File: config.mk
export PLATFORM = sky130hd
export DESIGN_NAME = uart_tx_fifo
export DESIGN_NICKNAME = d
export VERILOG_FILES = /design/src/rtl/uart_tx_fifo.sv
export SDC_FILE = /design/constraint.sdc
export NUM_CORES = 1
export LEC_CHECK = 0
export ABC_AREA = 1
export CORE_UTILIZATION = 50
export CTS_CLUSTER_SIZE = 16
export DETAILED_ROUTE_END_ITERATION = 10
export PLACE_DENSITY = 0.69
export RECOVER_POWER = 25
export SLEW_MARGIN = 20
export SYNTH_ARGS = -nofsm -noshare
export SYNTH_HDL_FRONTEND = slang
export SYNTH_SLANG_ARGS = --single-unit
File: constraint.sdc
create_clock -name clk -period 5 [get_ports clk]
set_input_delay 0.5 -clock clk [delete_from_list [all_inputs] [get_ports clk]]
set_output_delay 0.5 -clock clk [all_outputs]
set_load 0.02 [all_outputs]
File: src/rtl/uart_tx_fifo.sv
// uart_tx_fifo: byte FIFO that feeds a UART transmitter one frame at a time.
// Ports: clk, rst_n (async, active-low), wr_en/wr_data (enqueue strobe),
//   full/empty/count (occupancy), overflow (dropped-write pulse),
//   transmit/tx_byte (UART start pulse + byte), is_transmitting (UART busy).
module uart_tx_fifo #(
    parameter int DEPTH  = 16,
    parameter int ADDR_W = 4
) (
    input  logic              clk,
    input  logic              rst_n,
    input  logic              wr_en,
    input  logic [7:0]        wr_data,
    output logic              full,
    output logic              empty,
    output logic [ADDR_W:0]   count,
    output logic              overflow,
    output logic              transmit,
    output logic [7:0]        tx_byte,
    input  logic              is_transmitting
);

    localparam logic [ADDR_W:0]   CNT_FULL = (ADDR_W + 1)'(DEPTH);
    localparam logic [ADDR_W:0]   CNT_ONE  = (ADDR_W + 1)'(1);
    localparam logic [ADDR_W-1:0] PTR_ONE  = ADDR_W'(1);

    typedef enum logic [1:0] {
        IDLE,
        WAIT_BUSY,
        WAIT_DONE
    } state_t;

    state_t            state;
    logic [7:0]        mem [DEPTH];
    logic [ADDR_W-1:0] wr_ptr;
    logic [ADDR_W-1:0] rd_ptr;
    logic              wr_ok;
    logic              pop;

    // Flags come from the count register only, so nothing on the
    // input side reaches an output combinationally.
    assign full  = (count == CNT_FULL);
    assign empty = (count == '0);

    // A write into a full FIFO is dropped even if a pop frees a slot
    // on the same edge.
    assign wr_ok = wr_en && !full;
    assign pop   = (state == IDLE) && !empty && !is_transmitting;

    always_ff @(posedge clk) begin
        if (wr_ok) begin
            mem[wr_ptr] <= wr_data;
        end
    end

    always_ff @(posedge clk or negedge rst_n) begin
        if (!rst_n) begin
            wr_ptr   <= '0;
            rd_ptr   <= '0;
            count    <= '0;
            overflow <= 1'b0;
        end else begin
            overflow <= wr_en && full;
            if (wr_ok) begin
                wr_ptr <= wr_ptr + PTR_ONE;
            end
            if (pop) begin
                rd_ptr <= rd_ptr + PTR_ONE;
            end
            unique case ({wr_ok, pop})
                2'b10:   count <= count + CNT_ONE;
                2'b01:   count <= count - CNT_ONE;
                default: count <= count;
            endcase
        end
    end

    // The UART raises its busy flag some time after the start pulse, so
    // wait to see it high before waiting for it to drop again.
    always_ff @(posedge clk or negedge rst_n) begin
        if (!rst_n) begin
            state    <= IDLE;
            transmit <= 1'b0;
            tx_byte  <= 8'h00;
        end else begin
            unique case (state)
                IDLE: begin
                    if (pop) begin
                        tx_byte  <= mem[rd_ptr];
                        transmit <= 1'b1;
                        state    <= WAIT_BUSY;
                    end else begin
                        transmit <= 1'b0;
                    end
                end
                WAIT_BUSY: begin
                    transmit <= 1'b0;
                    if (is_transmitting) begin
                        state <= WAIT_DONE;
                    end
                end
                WAIT_DONE: begin
                    transmit <= 1'b0;
                    if (!is_transmitting) begin
                        state <= IDLE;
                    end
                end
                default: begin
                    transmit <= 1'b0;
                    state    <= IDLE;
                end
            endcase
        end
    end

endmodule

## Word-level counts from Yosys, hierarchy flattened

Memories as Yosys holds them, arrays and structs flattened. A register that Yosys moved wholly into a read port is not among the register bits.
Index checks and enable logic that the tools add are counted.

- Eq/ne operators: 8
- $add $sub $neg: 4
- Multiplexer cells: 9
- Reduce and logical (&&, ||, !) cells: 13

Operator list:

| operator | number |
|---|---|
| $pmux 5 s2 | 1 |
| $add 4x1->4 const B | 2 |
| $mux 2 | 3 |
| $ne 2x2->1 const B | 3 |
| $pmux 2 s3 | 1 |
| $add 5x1->5 const B | 1 |
| $eq 5x5->1 const B | 1 |
| $logic_not 5->1 | 1 |
| $sub 5x1->5 const B | 1 |
| $eq 2x1->1 const B | 2 |
| $eq 2x2->1 const B | 2 |
| $logic_and 1x1->1 | 4 |
| $logic_not 1->1 | 4 |
| $mux 1 | 4 |
| $reduce_and 3->1 | 1 |
| $logic_not 2->1 | 1 |
| $reduce_and 2->1 | 1 |
| $reduce_bool 2->1 | 1 |

- Memories kept: 1
- RAM bits: 128
- Bits in registers: 17
- Logic and storage cells: 41
- Output and inout port bits: 17

Memory list:

| name | words | bits a word | read ports | clocked after Yosys merged registers in | write ports | RTL line | source |
|---|---|---|---|---|---|---|---|
| mem | 16 | 8 | 1 | 1 | 1 | 33 | `logic [7:0] mem [DEPTH];` |

## Depth between registers and ports, before layout

Gate-level depths: netlist of run 1.

- Word-level depth: 6
- Depth in mapped cells: 17
- Gate-level depth less buffers: 15

## Worst setup path before layout of run 1

OpenSTA, ideal clock, no wires.

- Kind: register to register
- Start point: register count[2]
- End point: register count[4]
- Setup slack: 2.581 ns
- Required time: 4.883 ns
- Stages on the path, launching flop included: 18
- Clock period less this slack: 2.419 ns
- Library setup time: 0.117 ns
- Arrival time: 2.302 ns
- Path buffers: 2
- Cell sequence: dfrtp_1 -> nor4_2 -> nand2_1 -> nand2_2 -> inv_2 -> buf_6 -> ha_1 -> clkbuf_2 -> xor2_1 -> ha_1 -> inv_1 -> nand2_1 -> nand3_1 -> nand2_1 -> nand2_1 -> nand2_1 -> nand2_1 -> nand2_1

- Cells in the longest elaborated chain, start to end: 6
- Elaborated cells on any way between the ends: 13

RTL lines:

| what | RTL line | source |
|---|---|---|
| from (decl) | 15 | `output logic [ADDR_W:0] count,` |
| from (signal assigned) | 70 | `2'b10: count <= count + CNT_ONE;` |
| from (signal assigned) | 71 | `2'b01: count <= count - CNT_ONE;` |
| from (signal assigned) | 72 | `default: count <= count;` |
| $logic_not 5->1 * | 42 | `assign empty = (count == '0);` |
| $logic_not 1->1 * | 47 | `assign pop = (state == IDLE) && !empty && !is_transmitting;` |
| $logic_and 1x1->1 * (2 in series) | 47 |  |
| via pop | 37 | `logic pop;` |
| $eq 2x1->1 / $eq 2x2->1 (equally long branches) | 69 | `unique case ({wr_ok, pop})` |
| $pmux 5 s2 / $reduce_bool 2->1 (equally long branches) | -- |  |

Mark *: on every way through the listed nets, which the timed path passes. The rest lies on a longest branch.
A chain may end at the register's enable or synchronous reset.

==> results of run 1 <==
## routing by layer
layer  GRT usage [%]  wire length (um)  up-vias
met5               0                 0        -
met4            8.54               220        0
met3            4.12               966       18
met2            36.3              7310      176
met1            31.3              6400     2248
li1                -                 -     2267
## cells in the mapped netlist
| library cell | instances | area share (%) |
|---|---|---|
| sky130_fd_sc_hd__nor3_1 | 17 | 1.2 |
| sky130_fd_sc_hd__xor2_1 | 5 | 0.64 |
| sky130_fd_sc_hd__a21boi_0 | 1 | 0.11 |
| sky130_fd_sc_hd__buf_4 | 13 | 1.4 |
| sky130_fd_sc_hd__xnor2_1 | 4 | 0.51 |
| sky130_fd_sc_hd__nand2_1 | 236 | 13 |
| sky130_fd_sc_hd__nor2_1 | 3 | 0.16 |
| sky130_fd_sc_hd__buf_1 | 2 | 0.11 |
| sky130_fd_sc_hd__clkinv_1 | 1 | 0.055 |
| sky130_fd_sc_hd__nand3b_1 | 1 | 0.11 |
| sky130_fd_sc_hd__buf_6 | 1 | 0.16 |
| sky130_fd_sc_hd__o21ai_0 | 5 | 0.36 |
| sky130_fd_sc_hd__dfrtp_1 | 25 | 9.1 |
| sky130_fd_sc_hd__clkbuf_2 | 1 | 0.073 |
| sky130_fd_sc_hd__edfxtp_1 | 128 | 56 |
| sky130_fd_sc_hd__inv_1 | 118 | 6.5 |
| sky130_fd_sc_hd__nor4_2 | 1 | 0.18 |
| sky130_fd_sc_hd__nand2_2 | 2 | 0.18 |
| sky130_fd_sc_hd__nand3_1 | 102 | 7.4 |
| sky130_fd_sc_hd__a21oi_1 | 1 | 0.073 |
| sky130_fd_sc_hd__inv_2 | 2 | 0.11 |
| sky130_fd_sc_hd__clkbuf_1 | 3 | 0.16 |
| sky130_fd_sc_hd__ha_1 | 8 | 1.5 |
| sky130_fd_sc_hd__o31ai_1 | 1 | 0.11 |
| sky130_fd_sc_hd__buf_2 | 11 | 0.80 |
## sequential cells by signal, indices dropped and copies added (netlist names)
signal,cells
count,5
mem,128
state,2
overflow,1
wr_ptr,4
transmit,1
tx_byte,8
rd_ptr,4
## metrics by stage
stage,setup slack (ns),hold slack (ns),utilization [%],total power (uW),std cells
after global routing,1.77,0.461,59.3,4770,902
final,1.99,0.364,59.3,4520,902
after global placement,2.12,0.473,54.2,3120,870
after detailed placement,2.03,0.476,54.3,3160,870
after floorplan,2.58,0.204,-,2720,692
after CTS,2.31,0.491,58.9,4530,902
## kinds of logic (layout without fill, tap and decap cells)
family,count (synthesis),count (layout),synth area share [%]
XOR/XNOR,9,9,1.15
buffers and inverters,152,186,9.36
AND/OR/NAND/NOR,362,362,22.2
adder cells (fa/ha/maj),8,8,1.46
AO/OA/AOI/OAI,8,8,0.657
flip-flops,153,153,65.1
## worst max-delay path, stage by stage (launching register included)
cell	delay (ns)
sky130_fd_sc_hd__dfrtp_2	0.34
sky130_fd_sc_hd__buf_4	0.54
sky130_fd_sc_hd__clkinv_2	0.94
sky130_fd_sc_hd__nand2_1	0.25
sky130_fd_sc_hd__nand2_1	0.08
sky130_fd_sc_hd__nand2_1	0.08
sky130_fd_sc_hd__nand3_1	0.19
sky130_fd_sc_hd__nand3_1	0.18
sky130_fd_sc_hd__nand2_1	0.08
sky130_fd_sc_hd__nand2_1	0.07
sky130_fd_sc_hd__nand2_1	0.05
## power breakdown
part / internal, uW / leakage, uW / switching, uW
logic: 472 / 0.00170 / 1010
clock network: 877 / 0.000301 / 472
registers: 1570 / 0.00147 / 125
total: 2920 / 0.00347 / 1600
## final cells by class
type	instances	area (um2)	area share (%)
inverters	121	455	5.78
clock inverters	11	176	2.24
repair buffers	33	312	3.95
clock buffers	21	440	5.59
flip-flops and latches	153	4470	56.8
well taps	176	220	2.80
multi-input cells	387	1800	22.9
## how the worst max path moves through the flow
stage / from / end / slack [ns] / depth (start not counted)
floorplan: count[2]$_DFFE_PN0P_ / count[4]$_DFFE_PN0P_ / 2.58 / 17
global placement: is_transmitting / count[4]$_DFFE_PN0P_ / 2.12 / 14
global route: rd_ptr[0]$_DFFE_PN0P_ / tx_byte[1]$_DFFE_PN0P_ / 1.77 / 10
CTS: count[2]$_DFFE_PN0P_ / count[4]$_DFFE_PN0P_ / 2.31 / 13
detailed placement: is_transmitting / count[4]$_DFFE_PN0P_ / 2.03 / 14
finish: rd_ptr[0]$_DFFE_PN0P_ / tx_byte[1]$_DFFE_PN0P_ / 1.99 / 10
==> metrics, run 1 <==
run status=completed; number of clock sinks seen by CTS=153; number of global-route vias before repair=4465; Ports=29; horizontal die dimension=119 um; core area=13300 um2; mean number of vias per cell=5.22; num rows=42; Setup Fix Bufs, Post-CTS=0; Synth Area per Inst=9.91 um2; most common library cell in the layout ignoring fill and taps=sky130_fd_sc_hd__nand2_1; count of mapped cells out of synthesis=692; die outline height=119 um; share of the clock period used by the worst path=60.3%; Unique masters post-synth=25; clock slew at reported path FFs=0.06 ns; RSZ-0062 raised after global routing=false; setup violators final=0; fraction of the yosys area taken by sequential cells=65.1%; Register-to-Register Path Depth=10; dpl cell area=7220 um2; Antenna Cells=0; finished layout cell area=7880 um2; Total GRT Usage=22.8%; vias after detailed routing=4709; gpl congestion=0.800; worst slew pin tran=1.33 ns; reg2reg setup slack=1.99 ns; drc violations=0; global-route wire length before repair=24000 um; cell area power density=574 nW/um2; Data arrival, critical path=3.32 ns; capturing element type of the critical path=flip-flop; share of final-layout standard cells stronger than drive strength 1=6.47%; antenna-violating nets left=0; layout filler cell count=1092; leak pwr=0.00347 uW; total clock buffers created by CTS=17; NumNets Final=733; Starting Density=51.6%; area of the die=14200 um2; number of buffers inserted for hold repair after clock tree synthesis=0; hold violation total from the final report=0; worst r2r src=rd_ptr[0]$_DFFE_PN0P_; quantity of I/O buffers inserted on ports=28; class of the tightest hold or removal check=input port to async pin; Syn Std Cell Area=6860 um2; worst slew margin relative to its limit=11.5%; Critical Path RT=5.31 ns; source-to-sink clock delay at the later pin of the worst-skew pair=0.42 ns; placed wire-length estimate after detailed placement=9000 um; final slew viol count=0; Resized cells post-CTS=0; Startpoint Class=flip-flop; highest-count cells in the layout ignoring fill and taps=sky130_fd_sc_hd__nand2_1 (236), sky130_fd_sc_hd__edfxtp_1 (128), sky130_fd_sc_hd__inv_1 (117), sky130_fd_sc_hd__nand3_1 (102), sky130_fd_sc_hd__dfrtp_1 (24); 1st-iter DRT viols=447; Setup TNS Final=0 ns; Syn Nets=712; pin count of the biggest net entering global routing=69; DRT Wirelength=14900 um; number of maximum-capacitance violations=0; f_max=332 MHz; Layout Skew=0.00781 ns; post-DR wirelength/cell=16.5 um; detailed-router iteration count before antenna repair=5; overflow left after global routing=0; synthesized flop and latch total=153; worst reg2reg endpoint=tx_byte[1]$_DFFE_PN0P_; Final Critical Period=3.01 ns; maximum count of clock buffers along a single path=2; number of antenna violations at the first check in global routing=0; crit-path max FO=68; maximum resistive drop on vdd=278 uV; Syn. warnings=0; critical path class=flip-flop to flip-flop; library cell used as clock root buffer=sky130_fd_sc_hd__clkbuf_16; clock tree from TritonCTS=yes; synthesis-to-finish area growth=14.8%; number of levels in the clock H-tree=4
(Power assumes the default switching activity.)
==> inputs of run 2 (changes only) <==
==> constraint.sdc (replaced) <==
create_clock -name clk -period 2.9 [get_ports clk]
set_input_delay 0.29 -clock clk [delete_from_list [all_inputs] [get_ports clk]]
set_output_delay 0.29 -clock clk [all_outputs]
set_load 0.02 [all_outputs]
==> metrics, run 2 (same netlist as run 1, synthesis figures left out) <==
run status=completed; Ports=29 (unchanged); clock slew at reported path FFs=0.06 ns (about the same); Crit path largest cell delay=0.46 ns (-0.48 ns); number of clock sinks seen by CTS=153 (unchanged); number of buffers inserted for hold repair after clock tree synthesis=0 (unchanged); area taken by multi-input logic gates=1750 um2 (-3.0%); cell area power density=970 nW/um2 (+69%); share of total power in the clock network=28.4% (-1.5 points); Reg area=4470 um2 (unchanged); detailed-router iteration count before antenna repair=5 (unchanged); mean number of vias per cell=5.19 (-0.57%); share of final-layout standard cells stronger than drive strength 1=7.52% (+1.0 points); crit-path max FO=13 (-81%); overflow left after global routing=0 (unchanged); number of maximum-capacitance violations=0 (unchanged); Layout Skew=0.00584 ns (-0.00197 ns); placed wire-length estimate after detailed placement=9250 um (+2.8%); hold violation total from the final report=0 (unchanged); class of the tightest hold or removal check=input port to flip-flop; die outline height=119 um (unchanged); core area=13300 um2 (unchanged); most common library cell in the layout ignoring fill and taps=sky130_fd_sc_hd__nand2_1; number of global-route vias before repair=4694 (+5.1%); f_max=394 MHz (+19%); worst slew pin tran=1.34 ns (+0.0154 ns); minimum setup slack after placement=0.283 ns (-1.74 ns); Comb power frac=34.3% (+1.6 points); area of the die=14200 um2 (unchanged); vias after detailed routing=4781 (+1.5%); horizontal die dimension=119 um (unchanged); synthesis-to-finish area growth=16.1%; setup violators final=0 (unchanged); Data arrival, critical path=2.85 ns (-0.47 ns); capturing element type of the critical path=flip-flop; share of the clock period used by the worst path=87.6% (+27 points); NetSw=2780 uW (+74%); Total GRT Usage=23.1% (+0.30 points); register with the most flip-flops=mem; final slew viol count=0 (unchanged); part of the total power dissipated in sequential elements=37.4% (about the same); cells traversed along the worst timing path=nor4_2 -> nand2_1 -> nand2_2 -> inv_2 -> ha_1 -> xor2_1 -> ha_1 -> inv_1 -> nand2_1 -> nand3_1 -> nand3_1 -> nand2_1 -> nand2_1 -> nand2_1; Internal=4940 uW (+70%); library cell used as clock root buffer=sky130_fd_sc_hd__clkbuf_16; pin count of the biggest net entering global routing=68 (-1.4%); worst slew margin relative to its limit=10.4% (-1.0 points); buffers and inverters on the worst path=2 (unchanged); num rows=42 (unchanged); gpl congestion=0.900 (+13%); maximum resistive drop on vdd=540 uV (+94%); critical path class=flip-flop to flip-flop; layout filler cell count=1077 (-1.4%); number of flip-flops under the largest register name=128 (unchanged); hold slack final=0.446 ns (+0.0821 ns); total clock buffers created by CTS=17 (unchanged); power consumption=7730 uW (+71%); global-route wire length before repair=24500 um (+1.9%); family of cells with the greatest summed delay on the critical path=simple AND/OR/NAND/NOR gates; NumNets Final=752 (+2.6%); Resized cells post-CTS=0 (unchanged); source-to-sink clock delay at the later pin of the worst-skew pair=0.42 ns (about the same); number of levels in the clock H-tree=4 (unchanged); largest registers=mem: 128 flops, tx_byte: 8 flops, count: 5 flops; highest-count cells in the layout ignoring fill and taps=sky130_fd_sc_hd__nand2_1 (236), sky130_fd_sc_hd__edfxtp_1 (128), sky130_fd_sc_hd__inv_1 (118), sky130_fd_sc_hd__nand3_1 (102), sky130_fd_sc_hd__dfrtp_1 (24); DRT Wirelength=15000 um (+1.0%); Final Critical Period=2.54 ns (-0.473 ns); antenna-violating nets left=0 (unchanged); maximum count of clock buffers along a single path=2 (unchanged); leak pwr=0.00357 uW (+2.8%); RSZ-0062 raised after global routing=false; switching fraction of total power=36.0% (+0.56 points); drc violations=0 (unchanged); slowest stage cell, crit path=sky130_fd_sc_hd__dfrtp_1; Setup TNS Final=0 ns (unchanged); clock tree from TritonCTS=yes; post-DR wirelength/cell=16.3 um (-1.1%); number of antenna violations at the first check in global routing=0 (unchanged); Critical Path RT=3.21 ns (-2.10 ns); 1st-iter DRT viols=429 (-4.0%); quantity of I/O buffers inserted on ports=28 (unchanged); setup slack of the critical path after layout=0.361 ns (-1.63 ns); Antenna Cells=0 (unchanged); Setup Fix Bufs, Post-CTS=0 (unchanged); Worst path most repeated cell=sky130_fd_sc_hd__nand2_1; Starting Density=51.6% (unchanged); Startpoint Class=flip-flop
-- run 2: changes by cell type in the layout (fill, tap and decap cells not counted), sizes merged --
cell | previous run | this run
buf | 5 | 23
clkinv | 9 | 4
clkdlybuf4s50 | 22 | 23
bufinv | 5 | 0
clkbuf | 22 | 30
inv | 118 | 120
-- run 2: routing by layer --
| metal | vias to the layer above | part of all wire [%] | global-route usage [%] |
|---|---|---|---|
| li1 | 2293 | - | - |
| met1 | 2277 | 43 | 31.5 |
| met2 | 188 | 49 | 37.1 |
| met3 | 23 | 6.6 | 4.07 |
| met4 | 0 | 1.4 | 8.47 |
| met5 | - | 0 | 0 |
-- run 2: area by class of cell --
| type | instances | share of cell area (%) |
|---|---|---|
| repair buffers | 52 | 5.89 |
| flip-flops and latches | 153 | 56.1 |
| well taps | 176 | 2.76 |
| multi-input cells | 387 | 22.0 |
| inverters | 121 | 5.70 |
| clock buffers | 29 | 7.35 |
| clock inverters | 3 | 0.236 |
-- run 2: final timing paths --
| check | start | slack [ns] | end | cells past startpoint |
|---|---|---|---|---|
| max in group asynchronous | rst_n | 1.32 | rd_ptr[0]$_DFFE_PN0P_ | 2 |
| min in group asynchronous | rst_n | 0.70 | tx_byte[2]$_DFFE_PN0P_ | 2 |
| max | count[2]$_DFFE_PN0P_ | 0.36 | count[4]$_DFFE_PN0P_ | 14 |
| min reg2reg | tx_byte[4]$_DFFE_PN0P_ | 0.48 | tx_byte[4]$_DFFE_PN0P_ | 2 |
| max reg2reg | count[2]$_DFFE_PN0P_ | 0.36 | count[4]$_DFFE_PN0P_ | 14 |
| min | wr_en | 0.45 | overflow$_DFF_PN0_ | 3 |
-- run 2: metrics by stage --
stage / utilization [%] / cells / area [um2]
CTS: 60.0 / 921 / 7970
global placement: 55.4 / 889 / 7370
finish: 59.9 / 921 / 7970
detailed placement: 55.4 / 889 / 7370
floorplan: - / 692 / 6860
global route: 59.9 / 921 / 7970
-- run 2: worst min-delay path, stage by stage --
cell                              delay, ns
sky130_fd_sc_hd__clkdlybuf4s50_1       0.43
sky130_fd_sc_hd__inv_1                 0.06
sky130_fd_sc_hd__nor2_1                0.04
-- run 2: power groups by stage --
| stage | Clock [uW] | Sequential, uW | Combinational, uW |
|---|---|---|---|
| after global placement | 0 | 2910 | 2550 |
| after global routing | 2300 | 2920 | 2950 |
| after CTS | 2210 | 2880 | 2640 |
| after floorplan | 0 | 3000 | 1700 |
| after detailed placement | 0 | 2930 | 2620 |
| final | 2190 | 2890 | 2650 |
